### config.mk
export PLATFORM = sky130hd
export DESIGN_NAME = pipe_hazard_ctrl_flat
export DESIGN_NICKNAME = d
export VERILOG_FILES = /design/src/rtl/pipe_pkg.sv /design/src/rtl/pipe_hazard_ctrl_if.sv /design/src/rtl/sat_counter.sv /design/src/rtl/pipe_hazard_ctrl.sv /design/src/flat_wrapper.sv
export SDC_FILE = /design/constraint.sdc
export NUM_CORES = 1
export LEC_CHECK = 0
export ABC_AREA = 1
export BUFFER_PORTS_ARGS = -buffer_cell sky130_fd_sc_hd__buf_2
export CORE_ASPECT_RATIO = 1.5
export CORE_MARGIN = 2
export CORE_UTILIZATION = 40
export DETAILED_ROUTE_END_ITERATION = 12
export PLACE_DENSITY = 0.8
export SYNTH_ARGS = -nofsm -noshare
export SYNTH_HDL_FRONTEND = slang
export SYNTH_SLANG_ARGS = --single-unit
### constraint.sdc
create_clock -name clk -period 1.5 [get_ports clk]
set_input_delay 0.15 -clock clk [delete_from_list [all_inputs] [get_ports clk]]
set_output_delay 0.15 -clock clk [all_outputs]
set_load 0.05 [all_outputs]
### src/rtl/pipe_pkg.sv
`default_nettype none
// +--------------------------------------------------------------------+
// | pipe_pkg : shared FSM encoding and pipeline constants              |
// | Rev 1.0                                                            |
// +--------------------------------------------------------------------+
package pipe_pkg;

  typedef enum logic [1:0] {
    RUN    = 2'd0,
    DRAIN  = 2'd1,
    HALTED = 2'd2
  } hz_state_e;

  // Instruction the pipeline registers load when their bubble bit is set.
  localparam logic [15:0] NOP_INSTR = 16'hB0FF;

endpackage
`default_nettype wire

### src/rtl/pipe_hazard_ctrl_if.sv
`default_nettype none
// +--------------------------------------------------------------------+
// | pipe_hazard_ctrl_if : hazard requests in, pipeline enables out     |
// | Rev 1.0                                                            |
// +--------------------------------------------------------------------+
interface pipe_hazard_ctrl_if #(
  parameter int NUM_STAGES = 5
);
  logic                  branch;
  logic                  load_use;
  logic                  cache_stall;
  logic                  hlt_fetch;
  logic                  pc_en;
  logic [NUM_STAGES-2:0] reg_en;
  logic [NUM_STAGES-2:0] reg_bubble;
  logic                  halted;

  modport master (
    input  branch, load_use, cache_stall, hlt_fetch,
    output pc_en, reg_en, reg_bubble, halted
  );

  modport slave (
    output branch, load_use, cache_stall, hlt_fetch,
    input  pc_en, reg_en, reg_bubble, halted
  );
endinterface
`default_nettype wire

### src/rtl/sat_counter.sv
`default_nettype none
// +--------------------------------------------------------------------+
// | sat_counter : saturating up-counter with synchronous clear         |
// | Rev 1.0                                                            |
// +--------------------------------------------------------------------+
module sat_counter #(
  parameter int WIDTH = 16
) (
  input  wire logic             clk,
  input  wire logic             rst_n,
  input  wire logic             clear,
  input  wire logic             inc,
  output logic      [WIDTH-1:0] count
);

  always_ff @(posedge clk or negedge rst_n) begin
    if (!rst_n) begin
      count <= '0;
    end else if (clear) begin
      count <= '0;
    end else if (inc && (count != {WIDTH{1'b1}})) begin
      count <= count + WIDTH'(1);
    end
  end

endmodule
`default_nettype wire

### src/rtl/pipe_hazard_ctrl.sv
`default_nettype none
// +--------------------------------------------------------------------+
// | pipe_hazard_ctrl : N-stage hazard/flush/halt-drain controller      |
// | Optional perf counters: define PIPE_HAZARD_PERF_EN. Rev 1.0        |
// +--------------------------------------------------------------------+
module pipe_hazard_ctrl
  import pipe_pkg::*;
#(
  parameter int NUM_STAGES = 5,
  parameter int BR_STAGE   = 2,
  parameter int LU_REG     = 1,
  parameter int CNT_W      = 16
) (
  input  wire logic             clk,
  input  wire logic             rst_n,
  pipe_hazard_ctrl_if.master    hz,
  output logic      [CNT_W-1:0] perf_cycles,
  output logic      [CNT_W-1:0] perf_stalls,
  output logic      [CNT_W-1:0] perf_flushes
);

  localparam int            NR      = NUM_STAGES - 1;
  localparam logic [NR-1:0] BR_MASK = NR'((1 << BR_STAGE) - 1);
  localparam logic [NR-1:0] LU_BUB  = NR'(1 << LU_REG);
  localparam logic [NR-1:0] LU_EN   = ~NR'((1 << LU_REG) - 1);

  hz_state_e     state, state_nx;
  logic          flush_pend, flush_pend_nx;
  logic [2:0]    drain_cnt, drain_cnt_nx;
  logic          pc_en, redirect, advance;
  logic [NR-1:0] reg_en, reg_bubble;

  always_ff @(posedge clk or negedge rst_n) begin
    if (!rst_n) begin
      state      <= RUN;
      flush_pend <= 1'b0;
      drain_cnt  <= 3'd0;
    end else begin
      state      <= state_nx;
      flush_pend <= flush_pend_nx;
      drain_cnt  <= drain_cnt_nx;
    end
  end

  always_comb begin
    pc_en         = 1'b0;
    reg_en        = '0;
    reg_bubble    = '0;
    redirect      = 1'b0;
    advance       = 1'b0;
    state_nx      = state;
    flush_pend_nx = flush_pend;
    drain_cnt_nx  = drain_cnt;

    if (state == HALTED) begin
      pc_en = 1'b0;
    end else if (hz.cache_stall) begin
      // A branch seen during a freeze is remembered and replayed afterwards.
      if (hz.branch) flush_pend_nx = 1'b1;
    end else if (hz.branch || flush_pend) begin
      redirect      = 1'b1;
      pc_en         = 1'b1;
      reg_en        = '1;
      reg_bubble    = BR_MASK;
      flush_pend_nx = 1'b0;
    end else if (hz.load_use) begin
      reg_en     = LU_EN;
      reg_bubble = LU_BUB;
    end else begin
      pc_en  = 1'b1;
      reg_en = '1;
    end

    advance = reg_en[NR-1];

    case (state)
      RUN: begin
        if (advance && !redirect && hz.hlt_fetch) begin
          state_nx     = DRAIN;
          drain_cnt_nx = 3'(NUM_STAGES - 1);
        end
      end
      DRAIN: begin
        // A redirect proves the halt was on a wrong path: resume fetching.
        if (redirect) begin
          state_nx     = RUN;
          drain_cnt_nx = 3'd0;
        end else begin
          pc_en = 1'b0;
          if (advance) begin
            drain_cnt_nx = drain_cnt - 3'd1;
            if (drain_cnt == 3'd1) state_nx = HALTED;
          end
        end
      end
      default: begin
        state_nx = state;
      end
    endcase
  end

  assign hz.pc_en      = rst_n & pc_en;
  assign hz.reg_en     = rst_n ? reg_en : '0;
  assign hz.reg_bubble = rst_n ? reg_bubble : '0;
  assign hz.halted     = rst_n & (state == HALTED);

`ifdef PIPE_HAZARD_PERF_EN
  sat_counter #(.WIDTH(CNT_W)) u_perf_cycles (
    .clk   (clk),
    .rst_n (rst_n),
    .clear (1'b0),
    .inc   (state != HALTED),
    .count (perf_cycles)
  );

  sat_counter #(.WIDTH(CNT_W)) u_perf_stalls (
    .clk   (clk),
    .rst_n (rst_n),
    .clear (1'b0),
    .inc   ((state == RUN) && !pc_en),
    .count (perf_stalls)
  );

  sat_counter #(.WIDTH(CNT_W)) u_perf_flushes (
    .clk   (clk),
    .rst_n (rst_n),
    .clear (1'b0),
    .inc   (redirect),
    .count (perf_flushes)
  );
`else
  assign perf_cycles  = '0;
  assign perf_stalls  = '0;
  assign perf_flushes = '0;
`endif

endmodule
`default_nettype wire

### src/flat_wrapper.sv
// flat-port wrapper written by rule: the top's interface ports become plain ports
module pipe_hazard_ctrl_flat import pipe_pkg::*;
#(
  parameter int NUM_STAGES = 5,
  parameter int BR_STAGE   = 2,
  parameter int LU_REG     = 1,
  parameter int CNT_W      = 16
)
  (clk, rst_n, perf_cycles, perf_stalls, perf_flushes, hz_branch, hz_load_use, hz_cache_stall, hz_hlt_fetch, hz_pc_en, hz_reg_en, hz_reg_bubble, hz_halted);
  pipe_hazard_ctrl_if #(.NUM_STAGES(NUM_STAGES)) hz_i ();
  input  wire logic clk;
  input  wire logic rst_n;
  output logic      [CNT_W-1:0] perf_cycles;
  output logic      [CNT_W-1:0] perf_stalls;
  output logic      [CNT_W-1:0] perf_flushes;
  input wire logic [$bits(hz_i.branch)-1:0] hz_branch;
  input wire logic [$bits(hz_i.load_use)-1:0] hz_load_use;
  input wire logic [$bits(hz_i.cache_stall)-1:0] hz_cache_stall;
  input wire logic [$bits(hz_i.hlt_fetch)-1:0] hz_hlt_fetch;
  output wire logic [$bits(hz_i.pc_en)-1:0] hz_pc_en;
  output wire logic [$bits(hz_i.reg_en)-1:0] hz_reg_en;
  output wire logic [$bits(hz_i.reg_bubble)-1:0] hz_reg_bubble;
  output wire logic [$bits(hz_i.halted)-1:0] hz_halted;
  assign hz_i.branch = hz_branch;
  assign hz_i.load_use = hz_load_use;
  assign hz_i.cache_stall = hz_cache_stall;
  assign hz_i.hlt_fetch = hz_hlt_fetch;
  assign hz_pc_en = hz_i.pc_en;
  assign hz_reg_en = hz_i.reg_en;
  assign hz_reg_bubble = hz_i.reg_bubble;
  assign hz_halted = hz_i.halted;
  pipe_hazard_ctrl #(.NUM_STAGES(NUM_STAGES), .BR_STAGE(BR_STAGE), .LU_REG(LU_REG), .CNT_W(CNT_W)) u_core (.clk(clk), .rst_n(rst_n), .hz(hz_i), .perf_cycles(perf_cycles), .perf_stalls(perf_stalls), .perf_flushes(perf_flushes));
endmodule
Word-level counts from Yosys, hierarchy flattened --
Index checks and enable logic that the tools add are counted. W data, S select, Z words.
Word-level totals: memories kept 0, register bits after elaboration 6, output and inout bits 58, memory bits (writable) 0, ROM bits 0, latch bits 0, bits of input ports 6
Cells by class: add/sub/neg operators 1, divide/modulo/power cells 0, order comparisons 0, multiply operators 0, bitwise gates (word level) 3, muxes and demuxes 31, reductions and logical operators 10, shift-type cells 0, equality and inequality tests 7
Operators with widths (number):
- $mux W4 | 8
- $mux W1 | 13
- $mux W2 | 5
- $mux W3 | 3
- $ne A3 B1 Y1 const B | 2
- $pmux W3 S2 | 1
- $reduce_and A3 Y1 | 2
- $pmux W2 S2 | 1
- $reduce_and A4 Y1 | 1
- $reduce_bool A2 Y1 | 2
- $eq A3 B1 Y1 const B | 1
- $sub A3 B1 Y3 const B | 1
- $and A1 B1 Y1 | 2
- $eq A2 B1 Y1 const B | 1
- $eq A2 B2 Y1 const B | 1
- $logic_and A1 B1 Y1 | 2
- $logic_not A2 Y1 | 1
- $ne A2 B1 Y1 const B | 1
- $ne A2 B2 Y1 const B | 1
- $logic_not A1 Y1 | 1
- $logic_or A1 B1 Y1 | 1
- $not A1 Y1 | 1

Longest topological paths before layout --
Gate-level depths: netlist (run 1).
depth in word-level cells 9, mapped depth 8

Worst setup path after synthesis (run 1) --
OpenSTA, ideal clock, no wires.
path type register -> output, from register u_core.state[1], to output hz_pc_en, setup slack -315 ps, required time 1350 ps, path buffers 0, arrival 1665 ps, stages on the path, launching flop included 7, cells stage by stage dfrtp_1 nand2_4 nand2_2 nor2_4 o21a_2 nand2_1 inv_1
Between the ends: longest elaborated chain between the ends 5, elaborated cells between the ends (all ways) 7, those cells by class eq/ne: 2; mux: 4; bitwise: 1
RTL lines:
- from (decl) | line pipe_hazard_ctrl.sv:27 | hz_state_e state, state_nx;
- from (signal assigned) | line pipe_hazard_ctrl.sv:39 | state <= state_nx;
- $eq A2 B2 Y1 | line pipe_hazard_ctrl.sv:55 | if (state == HALTED) begin
- $mux W1 | line pipe_hazard_ctrl.sv:55
- $mux W1 | line pipe_hazard_ctrl.sv:85 | if (redirect) begin
- $mux W1 (*) | line pipe_hazard_ctrl.sv:76 | case (state)
- $and A1 B1 Y1 (*) | line pipe_hazard_ctrl.sv:102 | assign hz.pc_en = rst_n & pc_en;
- to (decl) | line flat_wrapper.sv:20 | output wire logic [$bits(hz_i.pc_en)-1:0] hz_pc_en;
Mark *: on every way between the ends. The rest lies on a longest branch, timed or not.

Worst setup path in the final report (run 1) --
from register u_core.state[1], to output hz_reg_en[0]
Between the ends: longest elaborated chain between the ends 3
RTL lines:
- $eq A2 B2 Y1 | line pipe_hazard_ctrl.sv:55
- $mux W4 | line pipe_hazard_ctrl.sv:55
- $mux W4 | line pipe_hazard_ctrl.sv:103 | assign hz.reg_en = rst_n ? reg_en : '0;
- to (decl) | line flat_wrapper.sv:21 | output wire logic [$bits(hz_i.reg_en)-1:0] hz_reg_en;
Every way passes these cells.

==> flow_summary_export.csv, run 1 <==
group,metric,value,unit
synth,synth_cells,114,
setup_path,startpoint_type,"flop",
drt,ant_nets,0,
synth,synth_top_area_frac,0.461,
global_routing,grtUsageTotal,0.0864,
finish,seqCellArea,151,um^2
timing,fin_crit,1.49,ns
finish,multi_input_comb_area,463,um^2
die,design.die.area,0.00251,mm^2
finish,diodes,0,
placement,numPortBuffers,13,
timing,slew_violations,0,
placement,hpwlAfterDp,922,um
power_and_ir_drop,p_total,0.610,mW
synth,synth_seq_cells,6,
global_routing,grt_pass1_vias,422,
power_and_ir_drop,p_sw,0.348,mW
global_routing,grt_max_degree,7,
clock_tree,cts_sinks,6,
power_and_ir_drop,pwr-share-comb,0.497,
drt,drc,0,
power_and_ir_drop,sw_frac_of_total,0.570,
finish,fin_nets,140,
placement,placed_cell_area,746,um^2
setup_path,required,1.35,ns
power_and_ir_drop,seq_power_share,0.266,
finish,fill_cells,209,
drt,vias_per_cell,3.63,
clock_tree,root_buffer,"clkbuf_4",
setup_path,path_class,"flop to output pin",
clock_tree,htreeDepth,1,
global_routing,met3_usage,0.0268,
die,core_area,0.00203,mm^2
drt,first_pass_iters,2,
global_routing,antenna_found_initial,0,
global_routing,overflow,0,
synth,yosys_warnings,0,
placement,dp_slack,0.129,ns
synth,synth_area_per_cell,7.43,um^2
setup_path,path_max_fanout,4,
synth,syn_area,847,um^2
drt,finalWirelength,1.05,mm
finish,stdcell_area,833,um^2
global_routing,grt_pass1_wl,1.62,mm
die,initial_utilization,0.418,
outcome,status,"finished clean",
clock_tree,numCtsBuffers,3,
timing,period_share,0.995,
clock_tree,clock_latency,0.24,ns
global_routing,met2_usage,0.172,
global_routing,busiest_layer,"met2",
synth,ys_top_cells_by_area,"buf_4 (46%), dfrtp_1 (18%), nand2_1 (5.8%), inv_1 (4.9%), nand2_4 (4.0%)",
hold_path,hold_path_class,"primary input to flop",
power_and_ir_drop,power_frac_clock,0.237,
timing,timing.fmax,670,MHz
die,chipHeight,60.4,um
finish,syn_to_final_growth,-1.62,%
power_and_ir_drop,power.leakage,0.493,nW
timing,rsz0062_at_grt,"yes",
die,die_width,41.6,um
clock_tree,cts_buffer_depth,2,
synth,seq_area_frac_synth,0.177,
run,maxCapViolations,0,
global_routing,met1_usage,0.0733,
power_and_ir_drop,vdd_drop_max,0.310,mV
power_and_ir_drop,intPower,0.262,mW
placement,routabilityCongestion,0.717,
drt,wl_per_cell,6.91,um
clock_tree,path_clk_slew,0.04,ns
die,top_level_ports,64,
die,num_rows,20,
power_and_ir_drop,p_per_area,733,mW/mm^2
timing,hold_violations,0,
timing,clock_skew,0.00211,ns
setup_path,endpoint_kind,"output pin",
synth,netlist-cell-type-count,19,
drt,dr.first_iter.drc_count,5,
drt,vias,552,
clock_tree,cts_tree,"yes",
timing,finalWorstSetupSlack,0.00805,ns
synth,synth_largest_area_cell,"buf_4",
finish,drive_above_1_share,0.277,
timing,finalSetupViolCount,0,
setup_path,crit_arrival,1.34,ns
-- power by group through the flow --
| stage | clock network (mW) | logic, mW | registers, mW |
|---|---|---|---|
| 6_report | 0.145 | 0.303 | 0.162 |
| 5_1_grt | 0.168 | 0.313 | 0.162 |
| 4_1_cts | 0.155 | 0.300 | 0.162 |
| 3_5_place_dp | 0 | 0.298 | 0.165 |
| 3_3_place_gp | 0 | 0.298 | 0.165 |
| 2_1_floorplan | 0 | 0.388 | 0.165 |
-- layout by cell type, fill, tap and decap left out --
cell type       n
buf_6           1
o21a_4          1
inv_2           2
conb_1         50
o21ai_1         1
dlygate4sd3_1   1
nand3_4         1
buf_8           1
ha_1            2
nor2_1          5
dfrtp_2         1
nor2_2          1
o21ai_0         1
a21oi_1         2
o21a_1          1
nand2_1        11
clkinvlp_4      1
nand2_2         5
nand2_4         4
inv_1          10
buf_2           7
clkbuf_4        4
nand3_1         5
dfrtp_1         5
buf_4           5
nor2_4          2
-- registers in the layout, summed over array words and instances (netlist names) --
register and flops:
u_core.drain_cnt 3, u_core.flush_pend 1, u_core.state 2
-- worst paths after layout --
path | to | startpoint | slack [ns] | depth (start not counted)
min in group asynchronous | u_core.drain_cnt[0] | rst_n | 0.33 | 2
hold reg to reg | u_core.state[0] | u_core.state[0] | 0.49 | 2
max in group asynchronous | u_core.state[1] | rst_n | 0.92 | 2
hold / removal | u_core.flush_pend | hz_branch | 0.22 | 3
setup / recovery | hz_reg_en[0] | u_core.state[1] | 0.008 | 5
setup reg to reg | u_core.drain_cnt[2] | u_core.drain_cnt[0] | 0.35 | 8
-- logic make-up after synthesis --
kind of cell | count (synthesis) | synth area share
buf+inv | 65 | 0.518
simple gates | 34 | 0.227
compound gates | 6 | 0.0428
flops | 6 | 0.177
fa+ha+maj | 2 | 0.0295
other cells | 1 | 0.00443
-- Yosys cell counts --
library cell,count
nor2_1,5
nand2_2,4
buf_4,52
inv_2,2
o21ai_0,1
nor2_4,1
o21ai_1,1
a21oi_1,2
nand2_4,3
o21a_2,1
o21a_1,1
dfrtp_1,6
nand2_1,13
nand3_4,1
nand3_1,5
inv_1,11
ha_1,2
nor2_2,2
conb_1,1
-- timing repair --
action | in CTS | in global routing
pin swaps | 2 | 0
hold buffers | 1 | 0
setup buffers | 2 | 0
resized for setup | 3 | 14
hold endpoints to repair | 6 | 0
setup endpoints to repair | 3 | 7
-- layout make-up --
cell class,instances,share of cell area
repair buffers,16,0.140
well taps,22,0.0330
multi-input cells,92,0.556
flip-flops and latches,6,0.182
inverters,13,0.0631
clock buffers,3,0.0270
-- worst max-delay path: stages (launching register included) --
cell and delay (ns):
dfrtp_2 0.43, nand2_4 0.11, nand2_4 0.05, nor2_4 0.11, o21a_4 0.14, buf_2 0.26
-- per-layer routing --
metal | wire, um | share of wire
met1 | 308 | 0.29
met2 | 597 | 0.57
met3 | 143 | 0.14
met4 | 0 | 0
met5 | 0 | 0
-- metrics by stage --
stage / instances / setup TNS (ns) / utilization / hold slack, ns
final: 152 / 0 / 0.411 / 0.219
after global placement: 146 / 0 / 0.368 / -0.0110
after floorplan: 163 / -0.168 / - / -0.146
after CTS: 152 / 0 / 0.396 / 0.210
after detailed placement: 146 / 0 / 0.368 / -0.00671
after global routing: 152 / -0.148 / 0.411 / 0.240
No activity file was read; power rests on OpenSTA's default activity.
==> inputs of run 2 (changes only) <==
--- a/config.mk
+++ b/config.mk
@@ -9,9 +9,9 @@
 export BUFFER_PORTS_ARGS = -buffer_cell sky130_fd_sc_hd__buf_2
 export CORE_ASPECT_RATIO = 1.5
 export CORE_MARGIN = 2
-export CORE_UTILIZATION = 40
+export CORE_UTILIZATION = 43
 export DETAILED_ROUTE_END_ITERATION = 12
-export PLACE_DENSITY = 0.8
+export PLACE_DENSITY = 0.85
 export SYNTH_ARGS = -nofsm -noshare
 export SYNTH_HDL_FRONTEND = slang
 export SYNTH_SLANG_ARGS = --single-unit
==> constraint.sdc (replaced) <==
create_clock -name clk -period 1.84 [get_ports clk]
set_input_delay 0.184 -clock clk [delete_from_list [all_inputs] [get_ports clk]]
set_output_delay 0.184 -clock clk [all_outputs]
set_load 0.05 [all_outputs]
==> flow_summary_export.csv, run 2 (synthesis results as in run 1) <==
group,metric,value,unit
outcome,status,"finished clean",
placement,numPortBuffers,13,
clock_tree,post_cts.repair.setup_buffers,0,
drt,first_pass_iters,2,
clock_tree,path_clk_slew,0.04,ns
timing,rsz0062_at_grt,"no",
die,chipHeight,58.4,um
timing,slew_violations,0,
clock_tree,numCtsBuffers,3,
placement,placed_cell_area,736,um^2
run,maxCapViolations,0,
setup_path,critical-path-top-delay-family,"flip-flops",
global_routing,grt_max_degree,7,
setup_path,path_class,"flop to output pin",
finish,regMostFlops,"u_core.drain_cnt",
die,core_area,0.00185,mm^2
finish,top_regs,"u_core.drain_cnt: 3 flops, u_core.state: 2 flops, u_core.flush_pend: 1 flops",
die,initial_utilization,0.457,
global_routing,grt_pass1_wl,1.56,mm
drt,ant_nets,0,
drt,drc,0,
die,top_level_ports,64,
timing,finalSetupViolCount,0,
global_routing,antenna_found_initial,0,
setup_path,endpoint_kind,"output pin",
setup_path,cp_num_buf_inv,2,
hold_path,hold_path_class,"primary input to flop",
clock_tree,cts_buffer_depth,2,
clock_tree,root_buffer,"clkbuf_4",
setup_path,required,1.66,ns
clock_tree,htreeDepth,1,
finish,largest_reg_flops,3,
placement,routabilityCongestion,0.718,
finish,syn_to_final_growth,-9.31,%
die,design.die.area,0.00235,mm^2
drt,vias_per_cell,3.66,
drt,dr.first_iter.drc_count,7,
timing,timing.fmax,603,MHz
finish,drive_above_1_share,0.242,
drt,finalWirelength,1.04,mm
finish,fill_cells,209,
finish,fin_nets,138,
clock_tree,cts_sinks,6,
global_routing,grt_pass1_vias,420,
placement,dp_cells,145,
setup_path,crit_arrival,1.47,ns
setup_path,startpoint_type,"flop",
drt,wl_per_cell,6.97,um
finish,final_common_cell,"conb_1",
setup_path,crit_path_top_delay_cell,"dfrtp_1",
power_and_ir_drop,power.leakage,0.471,nW
placement,hpwlAfterDp,944,um
clock_tree,cts_tree,"yes",
setup_path,cp_cell_sequence,"nand2_4 -> nand2_2 -> nor2_4 -> o21a_2 -> nand2_1 -> clkinvlp_4 -> buf_2",
drt,vias,545,
global_routing,grtUsageTotal,0.0941,
finish,final_cells,149,
timing,setup-tns-final,0,ns
die,num_rows,19,
power_and_ir_drop,p_per_area,644,mW/mm^2
global_routing,overflow,0,
setup_path,max_stage_delay,0.41,ns
timing,holdWs,0.244,ns
timing,period_share,0.901,
die,die_width,40.2,um
timing,clock_skew,0.00465,ns
finish,diodes,0,
power_and_ir_drop,p_total,0.495,mW
clock_tree,clock_latency,0.24,ns
finish,most-common-layout-cells,"conb_1 (50), nand2_1 (13), buf_2 (13), inv_1 (10), dfrtp_1 (6)",
finish,stdcell_area,768,um^2
timing,fin_crit,1.66,ns
power_and_ir_drop,vdd_drop_max,0.277,mV
timing,hold_violations,0,
setup_path,path_max_fanout,5,
-- run 2: timing repair --
action | 4_1_cts | 5_1_grt
hold endpoints to repair | 6 | 0
gates resized for setup | 0 | 0
hold buffers | 1 | 0
-- run 2: layer usage --
metal	part of all wire	track usage
met2	0.54	0.173
met1	0.32	0.0916
met5	0	0
met4	0	0.0429
met3	0.15	0.0226
-- run 2: power breakdown --
part	leakage, nW	internal, mW	total [mW]	switching, mW
registers	0.0734	0.132	0.132	0
logic	0.384	0.00766	0.246	0.239
clock network	0.0138	0.0735	0.116	0.0428
-- run 2: path summary, 6_finish.rpt --
kind	start	endpoint	slack, ns	depth (start not counted)
worst max-delay path	u_core.state[1]	hz_pc_en	0.18	7
max in group asynchronous	rst_n	u_core.flush_pend	1.24	2
worst max register to register	u_core.drain_cnt[0]	u_core.drain_cnt[2]	0.67	8
worst min-delay path	hz_branch	u_core.flush_pend	0.24	3
worst min register to register	u_core.state[0]	u_core.state[0]	0.49	2
min in group asynchronous	rst_n	u_core.drain_cnt[1]	0.37	2
-- run 2: worst min-delay path, stage by stage --
cell     delay [ns]
buf_2          0.09
a21oi_1        0.06
a21oi_1        0.11
-- run 2: final cells by class --
cell class / instances / area (um^2) / area share
clock buffers: 3 / 22.5 / 0.0293
inverters: 13 / 52.6 / 0.0684
flip-flops and latches: 6 / 150 / 0.195
repair buffers: 14 / 75.1 / 0.0977
well taps: 21 / 26.3 / 0.0342
multi-input cells: 92 / 442 / 0.575
-- run 2: per-stage QoR --
stage / util / setup slack, ns
floorplan: - / 0.0398
global placement: 0.397 / 0.451
detailed placement: 0.397 / 0.414
CTS: 0.414 / 0.157
global route: 0.414 / 0.0733
finish: 0.414 / 0.181
==> inputs of run 3 (changes only) <==
--- a/config.mk
+++ b/config.mk
@@ -11,7 +11,8 @@
 export CORE_MARGIN = 2
 export CORE_UTILIZATION = 43
 export DETAILED_ROUTE_END_ITERATION = 12
-export PLACE_DENSITY = 0.85
+export PLACE_DENSITY = 0.86
 export SYNTH_ARGS = -nofsm -noshare
 export SYNTH_HDL_FRONTEND = slang
+export SYNTH_HIERARCHICAL = 1
 export SYNTH_SLANG_ARGS = --single-unit
==> flow_summary_export.csv, run 3 <==
group,metric,value,unit
clock_tree,htreeDepth,1,
clock_tree,root_buffer,"clkbuf_4",
finish,drive_above_1_share,0.192,
die,top_level_ports,64,
global_routing,grt_max_degree,9,
global_routing,grt_pass1_vias,419,
synth,syn_area,837,um^2
die,die_width,40.0,um
synth,netlist-cell-type-count,20,
finish,top_regs,"u_core/drain_cnt: 3 flops, u_core/state: 2 flops, u_core/flush_pend: 1 flops",
synth,synthFlopType,"dfrtp_1",
clock_tree,cts_sinks,6,
timing,rsz0062_at_grt,"no",
setup_path,startpoint_type,"primary input",
timing,setup-tns-final,0,ns
setup_path,required,1.66,ns
finish,seqCellArea,150,um^2
global_routing,grtUsageTotal,0.105,
setup_path,crit_arrival,1.49,ns
drt,wl_per_cell,7.46,um
placement,routabilityCongestion,0.770,
die,design.die.area,0.00232,mm^2
synth,synth_seq_cells,6,
drt,finalWirelength,1.13,mm
clock_tree,cts_tree,"yes",
finish,syn_to_final_growth,-9.87,%
synth,synth_cells,116,
clock_tree,clock_latency,0.24,ns
finish,diodes,0,
power_and_ir_drop,power.leakage,0.485,nW
drt,drc,0,
drt,vias,561,
finish,regMostFlops,"u_core/drain_cnt",
global_routing,busiest_layer,"met2",
global_routing,antenna_found_initial,0,
global_routing,met3_usage,0.0345,
finish,fill_cells,210,
synth,synth_common_cells,"buf_4 (52), nand2_1 (15), inv_1 (12), nor2_1 (7), dfrtp_1 (6)",
hold_path,holdPathStages,3,
placement,numPortBuffers,13,
global_routing,grt_pass1_wl,1.63,mm
outcome,status,"finished clean",
synth,ys_top_cells_by_area,"buf_4 (47%), dfrtp_1 (18%), nand2_1 (6.7%), inv_1 (5.4%), nor2_1 (3.1%)",
drt,dr.first_iter.drc_count,6,
synth,synth_top_area_frac,0.466,
placement,placed_cell_area,722,um^2
drt,ant_nets,0,
die,initial_utilization,0.457,
finish,most-common-layout-cells,"conb_1 (50), nand2_1 (15), buf_2 (13), inv_1 (12), nor2_1 (7)",
die,core_area,0.00183,mm^2
setup_path,rr_worst_depth,6,
clock_tree,numCtsBuffers,3,
timing,fin_crit,1.67,ns
synth,synth_largest_area_cell,"buf_4",
power_and_ir_drop,vdd_drop_max,0.573,mV
setup_path,path_class,"primary input to output pin",
finish,final_common_cell,"conb_1",
synth,seq_area_frac_synth,0.179,
synth,synth_edf_count,0,
global_routing,met2_usage,0.184,
finish,multi_input_comb_area,428,um^2
timing,hold_violations,0,
die,num_rows,19,
global_routing,overflow,0,
drt,first_pass_iters,4,
synth,synth_area_per_cell,7.22,um^2
synth,yosys_warnings,6,
global_routing,met1_usage,0.0969,
synth,async_flop_share,1.00,
finish,largest_reg_flops,3,
timing,clock_skew,0.00645,ns
drt,vias_per_cell,3.72,
power_and_ir_drop,p_per_area,1270,mW/mm^2
placement,hpwlAfterDp,1.01,mm
clock_tree,path_clk_slew,0.04,ns
clock_tree,cts_resized,0,
timing,timing.fmax,598,MHz
timing,slew_violations,0,
timing,finalSetupViolCount,0,
run,maxCapViolations,0,
die,chipHeight,58.0,um
clock_tree,cts_buffer_depth,2,
finish,stdcell_area,754,um^2
hold_path,hold_path_class,"primary input to flop",
setup_path,endpoint_kind,"output pin",
setup_path,path_max_fanout,8,
timing,period_share,0.909,
finish,fin_nets,140,
synth,yosysMostFrequentCell,"buf_4",
-- run 3: changes by cell type in the layout (fill, tap and decap cells not counted), sizes merged, moves of 2 or more --
cell,previous run,this run
o21a,2,0
nand2,20,17
inv,12,14
nand3,6,1
nor2,8,10
nand4,0,4
-- run 3: timing repair --
item	CTS	global route
hold buffers	1	0
hold endpoints to repair	6	0
buffers inserted	0	0
-- run 3: logic make-up (layout without fill, tap and decap cells) --
kind of cell	count (synthesis)	count (layout)	share of synthesized area
AO/OA/AOI/OAI	6	6	0.0478
AND/OR/NAND/NOR	34	34	0.199
adder cells (fa/ha/maj)	2	2	0.0299
buffers and inverters	66	31	0.529
flip-flops	6	6	0.179
other	1	50	0.00448
XOR/XNOR	1	1	0.0105
-- run 3: area by class of cell --
class | instances | area share
clock buffers | 3 | 0.0299
multi-input cells | 93 | 0.567
well taps | 21 | 0.0348
repair buffers | 14 | 0.0995
flip-flops and latches | 6 | 0.199
inverters | 14 | 0.0697
-- run 3: worst paths after layout --
kind	slack, ns	start	to
setup / recovery	0.17	rst_n	hz_pc_en
hold / removal	0.23	hz_hlt_fetch	u_core/state[0]
setup reg to reg	0.57	u_core/flush_pend	u_core/state[0]
hold reg to reg	0.60	u_core/state[0]	u_core/state[0]
max in group asynchronous	1.35	rst_n	u_core/state[0]
min in group asynchronous	0.31	rst_n	u_core/flush_pend
-- run 3: metal layers --
| layer | vias to the layer above | routed length (um) |
|---|---|---|
| met1 | 239 | 357 |
| li1 | 281 | - |
| met4 | 0 | 0 |
| met5 | - | 0 |
| met2 | 41 | 611 |
| met3 | 0 | 157 |
-- run 3: through the flow --
step	instances	power (mW)	hold slack, ns	worst slack (ns)	utilization
final	151	0.958	0.226	0.168	0.412
after global routing	151	1.04	0.258	0.0640	0.412
after CTS	151	0.967	0.216	0.155	0.412
after detailed placement	147	0.839	0.0351	0.432	0.394
after global placement	147	0.826	0.0314	0.461	0.394
after floorplan	165	0.841	-0.112	0.0419	-
-- run 3: critical path, stage by stage --
cell and delay, ns:
dlygate4sd3_1 0.52, buf_2 0.21, nand2_2 0.09, a21oi_2 0.12, nand2_1 0.06, inv_1 0.04, buf_2 0.24
-- run 3: power breakdown --
part / internal, mW / total (mW) / leakage, nW / switching [mW]
clock: 0.0737 / 0.119 / 0.0138 / 0.0457
sequential: 0.179 / 0.223 / 0.0764 / 0.0444
combinational: 0.119 / 0.616 / 0.395 / 0.497
total: 0.371 / 0.958 / 0.485 / 0.587
